[config.mk]
export PLATFORM = sky130hd
export DESIGN_NAME = tx_shift_flat
export DESIGN_NICKNAME = d
export VERILOG_FILES = /design/src/rtl/tx_shift_if.sv /design/src/rtl/tx_shift.sv /design/src/flat_wrapper.sv
export SDC_FILE = /design/constraint.sdc
export NUM_CORES = 1
export LEC_CHECK = 0
export CORE_MARGIN = 2
export CORE_UTILIZATION = 45
export DETAILED_ROUTE_END_ITERATION = 6
export PLACE_DENSITY = 0.81
export SYNTH_ARGS = -nofsm -noshare
export SYNTH_HDL_FRONTEND = slang
export SYNTH_SLANG_ARGS = --single-unit
[constraint.sdc]
create_clock -name clk -period 5.46 [get_ports clk]
set_input_delay 1.092 -clock clk [delete_from_list [all_inputs] [get_ports clk]]
set_output_delay 1.092 -clock clk [all_outputs]
set_load 0.02 [all_outputs]
[src/rtl/tx_shift_if.sv]
// rtl/tx_shift_if.sv - block load / UART byte handshake bundle for tx_shift
interface tx_shift_if #(
    parameter int NBYTES = 16
);
    logic [8*NBYTES-1:0] din;
    logic                load;
    logic                tx_done;
    logic [7:0]          dout;
    logic                tx_start;
    logic                busy;
    logic                shift_done;

    modport master (
        output din, load, tx_done,
        input  dout, tx_start, busy, shift_done
    );

    modport slave (
        input  din, load, tx_done,
        output dout, tx_start, busy, shift_done
    );
endinterface

[src/rtl/tx_shift.sv]
// rtl/tx_shift.sv - serialize one NBYTES block to the UART tx, MSB byte first
module tx_shift #(
    parameter int NBYTES = 16
) (
    input  logic      clk,
    input  logic      reset,
    tx_shift_if.slave bus
);
    localparam int W  = 8 * NBYTES;
    localparam int CW = (NBYTES > 1) ? $clog2(NBYTES) : 1;
    localparam logic [CW-1:0] LAST = CW'(NBYTES - 1);

    typedef enum logic [1:0] {IDLE, SEND, WAIT, DONE} state_t;

    state_t          state_q, state_d;
    logic [W-1:0]    data_q, data_d;
    logic [CW-1:0]   ctr_q, ctr_d;
    logic [7:0]      dout_q, dout_d;
    logic            tx_start_q, tx_start_d;
    logic            busy_q, busy_d;
    logic            shift_done_q, shift_done_d;
    logic [W-1:0]    data_sh;

    assign data_sh = data_q << 8;

    // Outputs are computed one cycle ahead so every port comes straight off a flop.
    always_comb begin
        state_d      = state_q;
        data_d       = data_q;
        ctr_d        = ctr_q;
        dout_d       = dout_q;
        tx_start_d   = 1'b0;
        busy_d       = busy_q;
        shift_done_d = 1'b0;
        case (state_q)
            IDLE: begin
                if (bus.load) begin
                    data_d     = bus.din;
                    ctr_d      = '0;
                    busy_d     = 1'b1;
                    tx_start_d = 1'b1;
                    dout_d     = bus.din[W-1 -: 8];
                    state_d    = SEND;
                end
            end
            SEND: state_d = WAIT;
            WAIT: begin
                if (bus.tx_done) begin
                    if (ctr_q == LAST) begin
                        busy_d       = 1'b0;
                        shift_done_d = 1'b1;
                        state_d      = DONE;
                    end else begin
                        data_d     = data_sh;
                        ctr_d      = ctr_q + CW'(1);
                        dout_d     = data_sh[W-1 -: 8];
                        tx_start_d = 1'b1;
                        state_d    = SEND;
                    end
                end
            end
            DONE:    state_d = IDLE;
            default: state_d = IDLE;
        endcase
    end

    always_ff @(posedge clk or posedge reset) begin
        if (reset) begin
            state_q      <= IDLE;
            data_q       <= '0;
            ctr_q        <= '0;
            dout_q       <= '0;
            tx_start_q   <= 1'b0;
            busy_q       <= 1'b0;
            shift_done_q <= 1'b0;
        end else begin
            state_q      <= state_d;
            data_q       <= data_d;
            ctr_q        <= ctr_d;
            dout_q       <= dout_d;
            tx_start_q   <= tx_start_d;
            busy_q       <= busy_d;
            shift_done_q <= shift_done_d;
        end
    end

    assign bus.dout       = dout_q;
    assign bus.tx_start   = tx_start_q;
    assign bus.busy       = busy_q;
    assign bus.shift_done = shift_done_q;
endmodule

[src/flat_wrapper.sv]
// flat-port wrapper written by rule: the top's interface ports become plain ports
module tx_shift_flat 
#(
    parameter int NBYTES = 16
)
  (clk, reset, bus_din, bus_load, bus_tx_done, bus_dout, bus_tx_start, bus_busy, bus_shift_done);
  tx_shift_if #(.NBYTES(NBYTES)) bus_i ();
  input  logic clk;
  input  logic reset;
  input wire logic [$bits(bus_i.din)-1:0] bus_din;
  input wire logic [$bits(bus_i.load)-1:0] bus_load;
  input wire logic [$bits(bus_i.tx_done)-1:0] bus_tx_done;
  output wire logic [$bits(bus_i.dout)-1:0] bus_dout;
  output wire logic [$bits(bus_i.tx_start)-1:0] bus_tx_start;
  output wire logic [$bits(bus_i.busy)-1:0] bus_busy;
  output wire logic [$bits(bus_i.shift_done)-1:0] bus_shift_done;
  assign bus_i.din = bus_din;
  assign bus_i.load = bus_load;
  assign bus_i.tx_done = bus_tx_done;
  assign bus_dout = bus_i.dout;
  assign bus_tx_start = bus_i.tx_start;
  assign bus_busy = bus_i.busy;
  assign bus_shift_done = bus_i.shift_done;
  tx_shift #(.NBYTES(NBYTES)) u_core (.clk(clk), .reset(reset), .bus(bus_i));
endmodule
==> impl_metrics.toml <==
[sta]
setup_viol = 0
slew_headroom_pct = 31.8
rsz0062_at_grt = "no"
fin_crit_sh_pct = 62.7
finalHoldViolCount = 0
final.min_clock_period_ns = 3.42
finalClockSkew_ns = 0.0123
slew_violations = 0
fin_tns_setup_ns = 0
layout_setup_ws_ns = 2.04
worst_pin_slew_ns = 1.02
fmax_mhz = 292

[floorplanning]
die_h_um = 128
start_util_pct = 45.6
num_io_pins = 143
core_area_mm2 = 0.0151
die_x_um = 128
die-area_mm2 = 0.0163
rows = 45

[job]
drv_cap = 0

[power]
leakage_uw = 0.00377
vdd_drop_max_uv = 259
power_density_mw_per_mm2 = 556

[synthesis]
ys.flop_type = "dfrtp_1"
synthArstFlopShare_pct = 100
yosys-top-cells-area = "dfrtp_1, mux2_2, mux2_4"
synth.yosys.seq_area_share_pct = 49.8
yosys.area.top_type_share_pct = 49.8
synthCells = 443
yosysTopAreaCell = "dfrtp_1"
synth_cell_types = 28
ys_ff_latch = 137
synth.avg_cell_area_um2 = 15.5
yosys_warnings = 0
syn-num-nets = 576
synth_edf_count = 0
synth_area_mm2 = 0.00688

[routing]
drt-wirelength-per-cell_um = 17.8
drtAntennaViolNets = 0
route.detailed.drc = 0
vias = 4012
dr.pass1.iters = 4
drt_wl_total_um = 13900
drtIter0Drc = 176
vias_per_cell = 5.14

[clock_network]
cts_tree = "yes"
cts_sinks = 137
cts_buffers = 17
cts-hold-fix-buffers = 0
cts_resized = 0
cts-root-buf = "clkbuf_16"
clockBufferDepth = 2
insertion_delay_ns = 0.41
htreeDepth = 4
clkTransAtPathRegs_ns = 0.05
cts_setup_buffers = 0

[final_layout]
utilization_pct = 59.0
mostFrequentLayoutCell = "mux2_2"
n_antenna_cell = 0
fillers = 1186
mostFrequentLayoutCells = "mux2_2, clkdlybuf4s50_1, dfrtp_1"
final-instance-count-excl-fill = 780
nNetsFinal = 712
area_growth_pct = 29.5
multiInputGateArea_mm2 = 0.00317
seqCellArea_mm2 = 0.00343
drive_gt1_share_pct = 46.8
design_area_mm2 = 0.00891

[global_route]
grt_pass1_vias = 4340
antenna_found_initial = 0
grt_pass1_wl_um = 22600
gr-total-overflow = 0
track_usage_pct = 17.9
grt_max_degree = 112

[placement]
gp_congestion = 0.765
place_area_mm2 = 0.00832
hpwlAfterDp_um = 9470
dp_slack_ns = 1.62
portBuffers = 142
dp.cells = 748

[hold_path]
hold_class = "reg -> reg"
hold_end = "u_core.data_q[93]"
hold_depth = 1
min_from = "u_core.data_q[93]"

[worst_setup_path]
critPathRequiredTime_ns = 5.75
reg2reg_depth = 6
crit_path_start_kind = "input port"
worstPathMaxFanout = 64
r2r_end = "u_core.data_q[13]"
arrival_ns = 3.72
rr_startpoint = "u_core.ctr_q[0]"
path_class = "in -> reg"
end_kind = "flop"
rrSetupSlack_ns = 2.60

[run_status]
status = "finished, final reports clean"
==> final cells by class <==
cell class	count	share of cell area [%]
Timing Repair Buffer	145	16.4
Sequential cell	137	38.5
Inverter	6	0.365
Multi-Input combinational cell	272	35.6
Tap cell	188	2.64
Clock inverter	8	1.04
Clock buffer	24	5.52
==> layer usage <==
metal,GRT usage (%),part of all wire (%)
met5,0,0
met1,23.6,46
met3,4.56,4.9
met4,7.11,2.1
met2,28.2,47
==> cell usage after synthesis (2+ instances only) <==
cell      count
mux2_2      184
dfrtp_1     137
mux2_4       56
a22o_1        8
buf_2         8
buf_12        7
buf_4         6
inv_1         5
clkbuf_1      4
nand2b_1      4
and3_1        3
buf_6         2
nand2_1       2
nand4_1       2
o221ai_1      2
==> state kept, by name (all words and copies together), names as in the netlist <==
signal                 cells
u_core.data_q            120
u_core.bus.dout            8
u_core.ctr_q               4
u_core.state_q             2
u_core.bus.busy            1
u_core.bus.shift_done      1
u_core.bus.tx_start        1
==> worst max-delay path, cell delays in order <==
cell,delay [ns]
clkdlybuf4s50_1,0.60
nand2_1,0.10
a221o_1,0.53
clkinv_4,0.48
buf_12,0.42
mux2_2,0.39
==> kinds of logic (layout without fill, tap and decap cells) <==
kind of cell	Yosys count	in the layout	share of synthesized area, %
muxes	241	241	42.5
DFF	137	137	49.8
adders and majority gates	1	1	0.182
and+or+nand+nor	15	15	1.38
buffers and inverters	34	183	4.27
AOI/OAI and AO/OA	15	15	1.82
==> where the power goes <==
part	internal, uW	switching (uW)
combinational	1290	705
clock	717	412
sequential	1530	293
==> worst max-delay path by stage <==
stage                startpoint                end  slack [ns]
global route        bus_tx_done  u_core.data_q[10]        1.95
global placement    bus_tx_done   u_core.data_q[9]        1.71
floorplan                 reset    u_core.bus.busy        0.70
finish              bus_tx_done  u_core.data_q[13]        2.04
detailed placement  bus_tx_done  u_core.data_q[78]        1.62
CTS                 bus_tx_done  u_core.data_q[78]        2.06
==> through the flow <==
stage / total power, uW / hold WS (ns)
2_1_floorplan: 3480 / 0.467
4_1_cts: 5000 / 0.506
5_1_grt: 5240 / 0.519
6_report: 4950 / 0.501
3_5_place_dp: 3850 / 0.489
3_3_place_gp: 3760 / 0.482
(Power assumes the default switching activity.)
